--- config.mk ---
export PLATFORM = sky130hd
export DESIGN_NAME = sqrt_seq_param
export DESIGN_NICKNAME = d
export VERILOG_FILES = /design/src/rtl/sqrt_pkg.sv /design/src/rtl/sqrt_step.sv /design/src/rtl/sqrt_seq_param.sv
export SDC_FILE = /design/constraint.sdc
export NUM_CORES = 1
export LEC_CHECK = 0
export ABC_AREA = 0
export CORE_ASPECT_RATIO = 0.8
export CORE_MARGIN = 4
export CORE_UTILIZATION = 30
export CTS_BUF_LIST = sky130_fd_sc_hd__clkbuf_4 sky130_fd_sc_hd__clkbuf_8
export CTS_CLUSTER_SIZE = 8
export DETAILED_ROUTE_END_ITERATION = 12
export PLACE_DENSITY_LB_ADDON = 0.1
export REMOVE_ABC_BUFFERS = 1
export SETUP_SLACK_MARGIN = 0.15
export SYNTH_ARGS = -nofsm -noshare
export SYNTH_HDL_FRONTEND = slang
export SYNTH_HIERARCHICAL = 1
export SYNTH_SLANG_ARGS = --single-unit
--- constraint.sdc ---
create_clock -name clk -period 4.3 [get_ports clk]
set_input_delay 1.29 -clock clk [delete_from_list [all_inputs] [get_ports clk]]
set_output_delay 1.29 -clock clk [all_outputs]
set_load 0.02 [all_outputs]
--- src/rtl/sqrt_pkg.sv ---
`default_nettype none
// +--------------------------------------------------------------------+
// | sqrt_pkg                                                           |
// | Shared types and sizing helper for the square-root datapath.       |
// | Rev 1.0                                                            |
// +--------------------------------------------------------------------+
package sqrt_pkg;

    typedef enum logic [1:0] {
        IDLE = 2'd0,
        CALC = 2'd1,
        DONE = 2'd2
    } sqrt_state_e;

    // Root width for a given radicand width and fractional-bit count.
    function automatic int sqrt_qw(input int width, input int frac);
        return width / 2 + frac;
    endfunction

endpackage
`default_nettype wire

--- src/rtl/sqrt_step.sv ---
`default_nettype none
// +--------------------------------------------------------------------+
// | sqrt_step                                                          |
// | One restoring digit-by-digit square-root iteration (combinational).|
// | Rev 1.0                                                            |
// +--------------------------------------------------------------------+
module sqrt_step #(
    parameter int RW = 7
) (
    input  logic [RW-1:0] i_rem,
    input  logic [RW-2:0] i_root,
    input  logic [1:0]    i_bits,
    output logic [RW-1:0] o_rem,
    output logic [RW-2:0] o_root
);

    localparam int QW = RW - 1;

    logic [RW:0] w_trial;
    logic [RW:0] w_test;
    logic [RW:0] w_diff;
    logic        w_ge;

    // The remainder is bounded by 2*root, so its top bit is always clear
    // on entry and dropping it keeps the trial within RW+1 bits.
    assign w_trial = (RW+1)'({i_rem, i_bits});
    assign w_test  = {i_root, 2'b01};
    assign w_ge    = (w_trial >= w_test);
    assign w_diff  = w_trial - w_test;

    assign o_rem  = w_ge ? RW'(w_diff) : RW'(w_trial);
    assign o_root = QW'({i_root, w_ge});

endmodule
`default_nettype wire

--- src/rtl/sqrt_seq_param.sv ---
`default_nettype none
// +--------------------------------------------------------------------+
// | sqrt_seq_param                                                     |
// | Multi-cycle integer/fixed-point square root, one root bit per clk. |
// | Rev 1.0                                                            |
// +--------------------------------------------------------------------+
module sqrt_seq_param
    import sqrt_pkg::*;
#(
    parameter  int WIDTH     = 12,
    parameter  int FRAC_BITS = 0,
    localparam int QW        = sqrt_qw(WIDTH, FRAC_BITS),
    localparam int RW        = QW + 1
) (
    input  logic          clk,
    input  logic          rst_,
    input  logic          start,
    input  logic [WIDTH-1:0] A,
    output logic          ready,
    output logic          busy,
    output logic          done,
    output logic [QW-1:0] Q,
    output logic [RW-1:0] R
);

    localparam int N  = 2 * QW;
    localparam int CW = (QW > 1) ? $clog2(QW) : 1;

    generate
        if ((WIDTH < 2) || ((WIDTH % 2) != 0)) begin : g_width_check
            $error("sqrt_seq_param: WIDTH must be even and at least 2");
        end
    endgenerate

    sqrt_state_e   r_state;
    sqrt_state_e   w_state_nxt;
    logic [N-1:0]  r_shift;
    logic [RW-1:0] r_rem;
    logic [QW-1:0] r_root;
    logic [CW-1:0] r_cnt;
    logic [QW-1:0] r_q;
    logic [RW-1:0] r_r;
    logic [RW-1:0] w_rem_nxt;
    logic [QW-1:0] w_root_nxt;

    sqrt_step #(
        .RW (RW)
    ) u_step (
        .i_rem  (r_rem),
        .i_root (r_root),
        .i_bits (r_shift[N-1 -: 2]),
        .o_rem  (w_rem_nxt),
        .o_root (w_root_nxt)
    );

    always_ff @(posedge clk) begin
        if (!rst_) begin
            r_state <= IDLE;
        end else begin
            r_state <= w_state_nxt;
        end
    end

    always_comb begin
        w_state_nxt = r_state;
        ready       = 1'b0;
        busy        = 1'b0;
        done        = 1'b0;
        case (r_state)
            IDLE: begin
                ready = 1'b1;
                if (start) begin
                    w_state_nxt = CALC;
                end
            end
            CALC: begin
                busy = 1'b1;
                if (r_cnt == '0) begin
                    w_state_nxt = DONE;
                end
            end
            DONE: begin
                done        = 1'b1;
                w_state_nxt = IDLE;
            end
            default: w_state_nxt = IDLE;
        endcase
    end

    always_ff @(posedge clk) begin
        if (!rst_) begin
            r_shift <= '0;
            r_rem   <= '0;
            r_root  <= '0;
            r_cnt   <= '0;
            r_q     <= '0;
            r_r     <= '0;
        end else begin
            case (r_state)
                IDLE: begin
                    if (start) begin
                        r_shift <= N'(A) << (2 * FRAC_BITS);
                        r_rem   <= '0;
                        r_root  <= '0;
                        r_cnt   <= CW'(QW - 1);
                    end
                end
                CALC: begin
                    r_rem   <= w_rem_nxt;
                    r_root  <= w_root_nxt;
                    r_shift <= r_shift << 2;
                    // Results are captured on entry to DONE so they are
                    // already visible while done is high.
                    if (r_cnt == '0) begin
                        r_q <= w_root_nxt;
                        r_r <= w_rem_nxt;
                    end else begin
                        r_cnt <= r_cnt - CW'(1);
                    end
                end
                default: ;
            endcase
        end
    end

    assign Q = r_q;
    assign R = r_r;

endmodule
`default_nettype wire

==> results of run 1 <==
## final cells by class
type | count | area [um^2] | area share, %
multi-input combinational | 171 | 1140 | 44.2
timing repair buffer | 34 | 330 | 12.8
inverter | 18 | 67.6 | 2.61
tap | 87 | 109 | 4.21
clock inverter | 2 | 12.5 | 0.484
sequential | 42 | 841 | 32.5
clock buffer | 6 | 82.6 | 3.19
## flip-flops by register name (all words and copies together) (netlist names)
signal   count
Q            6
R            7
r_cnt        3
r_rem        6
r_root       6
r_shift     12
r_state      2
## critical path, delay by kind of cell, from the launching register on
family                 cells  cell delay [ps]
buffers and inverters      2              900
flip-flops                 1              710
AND/OR/NAND/NOR            1              150
## power groups by stage
stage / Sequential, mW / Combinational [mW] / Clock (mW)
2_1_floorplan: 0.489 / 0.385 / 0
3_3_place_gp: 0.487 / 0.548 / 0
3_5_place_dp: 0.486 / 0.545 / 0
4_1_cts: 0.478 / 0.548 / 0.275
5_1_grt: 0.485 / 0.604 / 0.289
6_report: 0.477 / 0.544 / 0.263
## layer usage
metal	up-vias	track usage [%]	part of all wire, %
li1	922	-	-
met5	-	0	0
met4	0	3.26	0.88
met2	33	17.6	42
met1	829	19.0	54
met3	5	2.54	3.2
## stage by stage
| step | hold WS, ps | utilization, % | power (mW) |
|---|---|---|---|
| 2_1_floorplan | 448 | - | 0.873 |
| 5_1_grt | 483 | 37.0 | 1.38 |
| 4_1_cts | 463 | 37.0 | 1.30 |
| 3_3_place_gp | 448 | 35.6 | 1.04 |
| 6_report | 457 | 37.0 | 1.28 |
| 3_5_place_dp | 450 | 35.6 | 1.03 |
## worst max-delay path by stage
stage / cells past startpoint / slack (ps) / to / start
after floorplan: 3 / 1960 / r_cnt[2] / start
after global placement: 3 / 1280 / done / r_state[1]
after detailed placement: 3 / 1270 / done / r_state[1]
after CTS: 3 / 930 / done / r_state[1]
after global routing: 3 / 810 / done / r_state[1]
final: 3 / 950 / done / r_state[1]
==> results.toml, run 1 <==
[run_status]
status = "finished, final reports clean"

[worst_setup_path]
cp.arrival_ps = 2060
slowest_delay_ps = 710
crit_path_end_kind = "primary output"
critPathSlowestCell = "dfxtp_1"
rr_startpoint = "r_root[1]"
cp.required_ps = 3010
rrSetupSlack_ps = 1810
worstSetupPathType = "flop to primary output"
cp_cell_sequence = "inv_1, nor2_1, clkdlybuf4s50_1"
start_kind = "flop"
crit_fanout = 19
timing.rr.end = "r_rem[3]"
reg2reg_depth = 9

[sta]
rsz0062_at_grt = "no"
period_minus_slack_ps = 3350
hold_violations = 0
slew_viol_final = 0
tightest_slew_ps = 698
finClkSkew_ps = 9.12
setup_viol = 0
timing.fmax_mhz = 299
fin_ws_ps = 952
period_share_pct = 77.9
relSlewSlack_pct = 53.2
fin_setup_tns_ps = 0

[floorplanning]
die_w_um = 104
start_util_pct = 31.3
io_pins = 31
fp.coreArea_um2 = 6990
rows = 27
dieArea_um2 = 8740
die_h_um = 84.4

[power]
p_switching_mw = 0.461
seqPwrFrac_pct = 37.2
power_density_nw_per_um2 = 497
p_comb_share_pct = 42.4
pwr-share-clk_pct = 20.5
peakVddDrop_uv = 155
p_leak_nw = 0.956
p_int_mw = 0.823
swShare_pct = 35.9

[drt]
dr.pass1.iters = 4
drtAntennaViolNets = 0
post-route-drc-count = 0
num_vias = 1789
drt_wl_total_um = 5240
vias_per_cell = 4.97
avgRoutedWirePerCell_um = 14.6
drtIter0Drc = 111

[placement]
placed_cell_area_um2 = 2490
placedCellCount = 352
place_ws_ps = 1270
hpwl_um = 3750
io_buffer_count = 30
gp_congestion = 0.796

[cts]
cts_tree = "done"
htreeDepth = 2
post_cts_resized = 0
cts_buffer_depth = 2
cts_buffers = 5
cts_sinks = 42
hold_buffers = 0
cts-root-buf = "clkbuf_8"
cts_setup_buffers = 0
clock_latency_ps = 290
clkTransAtPathRegs_ps = 80

[final_layout]
layout_common_cells = "42 x dfxtp_1, 30 x clkdlybuf4s50_1, 29 x nand2_1"
syn_to_final_growth_pct = 18.0
nets = 297
n_antenna_cell = 0
fill_cells = 733
final_common_cell = "dfxtp_1"
drive_above_1_share_pct = 12.1
final_cells = 360
design_area_um2 = 2590

[synth]
yosys_warnings = 6
synth_area_per_cell_um2 = 8.73
syn_area_um2 = 2190
syn_inst = 251

[global_route]
antenna_found_initial = 0
grt_start_max_net_pins = 21
gr-total-overflow = 0
grt_pass1_vias = 1724
grt_pass1_wl_um = 8810
grt_usage_pct = 12.5

[min_path]
worstHoldStart = "Q[5]"
worstHoldPathCells = 2
hold_end = "Q[5]"
hold_class = "flop to flop"

[job]
drv_cap = 0
Note: power is estimated with default switching activity, not from simulation.
==> run 2: changes to the inputs <==
==> constraint.sdc (replaced) <==
create_clock -name clk -period 3.3 [get_ports clk]
set_input_delay 0.99 -clock clk [delete_from_list [all_inputs] [get_ports clk]]
set_output_delay 0.99 -clock clk [all_outputs]
set_load 0.02 [all_outputs]
==> run 2 against run 1 <==
Against the previous run:
- critical path depth is the same
- combinational power grew 33%
- cell area grew 0.39%
- global-route usage grew 0.34 points
- register-to-register slack lost 910 ps
- final cell count grew 0.56%
- utilization grew 0.14 points
- first-iteration DRC count shrank 27%
- sequential cell count is the same
- worst setup slack lost 520 ps
- clock power grew 28%
- non-clock buffer count grew 2
- critical endpoint is now busy
==> results.toml, run 2 (synthesis results as in run 1) <==
[placement]
io_buffer_count = 30
gp_congestion = 0.752
placedCellCount = 354
hpwl_um = 3890

[sta]
setup_viol = 0
period_minus_slack_ps = 2860
tightest_slew_ps = 603
period_share_pct = 86.8
rsz0062_at_grt = "no"
hold_violations = 0
finClkSkew_ps = 9.25
timing.fmax_mhz = 349
slew_viol_final = 0
relSlewSlack_pct = 59.6
fin_setup_tns_ps = 0

[drt]
drtIter0Drc = 81
drtAntennaViolNets = 0
dr.pass1.iters = 4
drt_wl_total_um = 5320
num_vias = 1789
avgRoutedWirePerCell_um = 14.7
vias_per_cell = 4.94
post-route-drc-count = 0

[floorplanning]
rows = 27
fp.coreArea_um2 = 6990
dieArea_um2 = 8740
io_pins = 31
start_util_pct = 31.3
die_w_um = 104
die_h_um = 84.4

[worst_setup_path]
start_kind = "flop"
slowest_delay_ps = 660
rr_startpoint = "r_root[1]"
timing.rr.end = "r_rem[2]"
critPathSlowestCell = "clkdlybuf4s50_1"
rrSetupSlack_ps = 900
cp_cell_sequence = "nand2b_4, inv_2, clkdlybuf4s50_1"
reg2reg_depth = 9
cp.arrival_ps = 1870
worstSetupPathType = "flop to primary output"
cp.required_ps = 2310
crit_path_end_kind = "primary output"
crit_start = "r_state[1]"
crit_fanout = 16

[final_layout]
final_cells = 362
largest_reg_flops = 12
final_common_cell = "dfxtp_1"
drive_above_1_share_pct = 12.7
fill_cells = 712
fin_util_pct = 37.1
nets = 299
largest_register = "r_shift"
syn_to_final_growth_pct = 18.5
layout_common_cells = "42 x dfxtp_1, 30 x clkdlybuf4s50_1, 29 x nand2_1"
n_antenna_cell = 0

[cts]
cts_buffers = 5
htreeDepth = 2
hold_buffers = 0
clkTransAtPathRegs_ps = 90
clock_latency_ps = 290
post_cts_resized = 0
cts_tree = "done"
cts_sinks = 42
cts_setup_buffers = 0
cts_buffer_depth = 2
cts-root-buf = "clkbuf_8"

[power]
power_density_nw_per_um2 = 645
peakVddDrop_uv = 212
p_leak_nw = 0.963

[global_route]
grt_start_max_net_pins = 19
grt_usage_pct = 12.8
grt_pass1_vias = 1717
antenna_found_initial = 0
gr-total-overflow = 0
grt_pass1_wl_um = 9070

[min_path]
hold_end = "Q[5]"
worstHoldPathCells = 2
worstHoldStart = "Q[5]"
hold_class = "flop to flop"

[run_status]
status = "finished, final reports clean"

[job]
drv_cap = 0
==> run 2: changes by cell type in the layout (fill, tap and decap cells not counted) <==
cell,before,now
clkbuf_8,6,5
clkinv_4,0,1
buf_4,4,6
==> run 2: layout make-up <==
class / count / area [um^2] / area share (%)
Sequential cell: 42 / 841 / 32.4
Clock inverter: 3 / 21.3 / 0.819
Clock buffer: 5 / 68.8 / 2.65
Inverter: 18 / 67.6 / 2.60
Tap cell: 87 / 109 / 4.19
Timing Repair Buffer: 36 / 345 / 13.3
Multi-Input combinational cell: 171 / 1140 / 44.0
==> run 2: report_power, final <==
group / internal, mW / switching (mW) / leakage, nW
Clock: 0.149 / 0.188 / 0.0441
Sequential: 0.568 / 0.0476 / 0.343
Combinational: 0.339 / 0.383 / 0.576
==> run 2: critical path, delay by kind of cell, from the launching register on <==
| family | cells | cell delay (ps) |
|---|---|---|
| AND/OR/NAND/NOR | 1 | 240 |
| buffers and inverters | 2 | 920 |
| flip-flops | 1 | 410 |
==> run 2: worst max path at each step <==
stage | end | depth (start not counted)
finish | busy | 3
global route | busy | 3
CTS | busy | 3
detailed placement | r_shift[9] | 4
global placement | r_shift[9] | 4
floorplan | r_rem[2] | 9
==> run 2: layer usage <==
metal	vias up	routed length, um	track usage [%]
met5	-	0	0
met4	0	26	3.26
met3	2	118	2.77
met2	14	2210	17.3
met1	843	2960	20.1
li1	930	-	-
==> run 2: stage by stage <==
step	hold slack [ps]	power, mW	instance area [um^2]	setup slack, ps
floorplan	448	1.14	2050	1210
global placement	447	1.36	2510	645
detailed placement	445	1.35	2510	641
CTS	459	1.69	2600	395
global route	486	1.81	2600	307
finish	456	1.67	2600	436
==> run 3: changes to the inputs <==
--- a/config.mk
+++ b/config.mk
@@ -7,11 +7,11 @@
 export LEC_CHECK = 0
 export ABC_AREA = 0
 export CORE_ASPECT_RATIO = 0.8
-export CORE_MARGIN = 4
 export CORE_UTILIZATION = 30
 export CTS_BUF_LIST = sky130_fd_sc_hd__clkbuf_4 sky130_fd_sc_hd__clkbuf_8
 export CTS_CLUSTER_SIZE = 8
 export DETAILED_ROUTE_END_ITERATION = 12
+export DONT_BUFFER_PORTS = 1
 export PLACE_DENSITY_LB_ADDON = 0.1
 export REMOVE_ABC_BUFFERS = 1
 export SETUP_SLACK_MARGIN = 0.15
==> run 3 against run 2 <==
Against the previous run:
- utilization down 4.0 points
- combinational power is 13% lower
- first-iteration DRC count grew 36%
==> results.toml, run 3 (synthesis results as in run 1) <==
[run_status]
status = "finished, final reports clean"

[sta]
rsz0062_at_grt = "no"
hold_violations = 0
hold_ws_ps = 483
period_minus_slack_ps = 2310
relSlewSlack_pct = 51.0
setup_viol = 0
timing.fmax_mhz = 432
finClkSkew_ps = 8.23
tightest_slew_ps = 731
fin_setup_tns_ps = 0
period_share_pct = 70.1
slew_viol_final = 0

[cts]
hold_buffers = 0
post_cts_resized = 0
cts_sinks = 42
clock_latency_ps = 300
htreeDepth = 2
clkTransAtPathRegs_ps = 90
cts_buffer_depth = 2
cts_tree = "done"
cts_setup_buffers = 0
cts_buffers = 5
cts-root-buf = "clkbuf_8"

[final_layout]
layout_common_cells = "42 x dfxtp_1, 29 x nand2_1, 23 x a21oi_1"
multi_input_area_um2 = 1140
largest_register = "r_shift"
seq_area_um2 = 841
n_antenna_cell = 0
final_common_cell = "dfxtp_1"
syn_to_final_growth_pct = 5.14
largest_reg_flops = 12
nets = 267
fill_cells = 741
drive_above_1_share_pct = 13.6

[global_route]
gr-total-overflow = 0
grt_usage_pct = 13.6
grt_pass1_wl_um = 8130
grt_pass1_vias = 1487
antenna_found_initial = 0
grt_start_max_net_pins = 19

[floorplanning]
fp.coreArea_um2 = 6960
start_util_pct = 31.5
io_pins = 31
dieArea_um2 = 7650
die_w_um = 97.5
rows = 27
die_h_um = 78.4

[worst_setup_path]
slowest_delay_ps = 400
critPathSlowestCell = "mux2_2"
crit_family = "compound AO/OA/AOI/OAI gates"
crit_fanout = 8
cp_cell_sequence = "inv_1, ha_1, a21o_1, a21oi_1, o21ai_1, a21oi_4, mux2_2, a22oi_1, nor2_1"
cp.arrival_ps = 2500
cp.buffers_inverters = 1
crit_path_end_kind = "flop"
worstSetupPathType = "flop to flop"
start_kind = "flop"
cp.required_ps = 3490

[power]
power_density_nw_per_um2 = 729
p_leak_nw = 0.858
peakVddDrop_uv = 216

[placement]
gp_congestion = 0.700
hpwl_um = 3470
io_buffer_count = 0

[min_path]
hold_class = "flop to flop"

[drt]
dr.pass1.iters = 4
drtIter0Drc = 110
avgRoutedWirePerCell_um = 15.5
post-route-drc-count = 0
drt_wl_total_um = 5120
vias_per_cell = 5.06
num_vias = 1671
drtAntennaViolNets = 0

[job]
drv_cap = 0
-- run 3: changes by cell type in the layout (fill, tap and decap cells not counted), sizes merged --
cell,change
clkinv,-1
buf,-2
clkinvlp,-1
bufinv,+1
inv,+1
clkdlybuf4s50,-30
-- run 3: worst paths after layout --
check / from / endpoint / slack (ps) / cells after the start
max reg2reg: r_root[3] / r_rem[4] / 990 / 9
max: r_root[3] / r_rem[4] / 990 / 9
min reg2reg: r_cnt[1] / r_cnt[1] / 480 / 2
min: r_cnt[1] / r_cnt[1] / 480 / 2
-- run 3: final cells by class --
cell class / count / area share (%)
clock buffers: 5 / 2.99
well taps: 87 / 4.73
clock inverters: 3 / 1.90
repair buffers: 4 / 1.30
flip-flops and latches: 42 / 36.5
multi-input cells: 171 / 49.6
inverters: 18 / 2.93
-- run 3: worst register-to-register path: cells and delay by family (launching register included) --
family                   cells  cell delay [ps]
buffers and inverters        1               80
AND/OR/NAND/NOR              1               50
adder cells (fa/ha/maj)      1              340
multiplexers                 1              400
flip-flops                   1              390
AO/OA/AOI/OAI                5              950
-- run 3: stage by stage --
stage          cells  total power [mW]  setup slack [ps]  instance area [um^2]  util [%]
5_1_grt          330              1.79               838                  2300      33.1
4_1_cts          330              1.69               973                  2300      33.1
2_1_floorplan    231              1.14              1210                  2050         -
6_report         330              1.68               986                  2300      33.1
3_3_place_gp     322              1.27              1090                  2190      31.5
3_5_place_dp     322              1.26              1030                  2190      31.5
-- run 3: metal layers --
metal  global-route usage, %  part of all wire, %
met2                    18.0                   40
met1                    20.7                   57
met3                    3.29                  2.2
met5                       0                    0
met4                    4.85                 0.94
-- run 3: power by group --
| part | total (mW) | switching [mW] | internal [mW] |
|---|---|---|---|
| clock | 0.418 | 0.191 | 0.227 |
| combinational | 0.625 | 0.334 | 0.292 |
| sequential | 0.636 | 0.0677 | 0.568 |
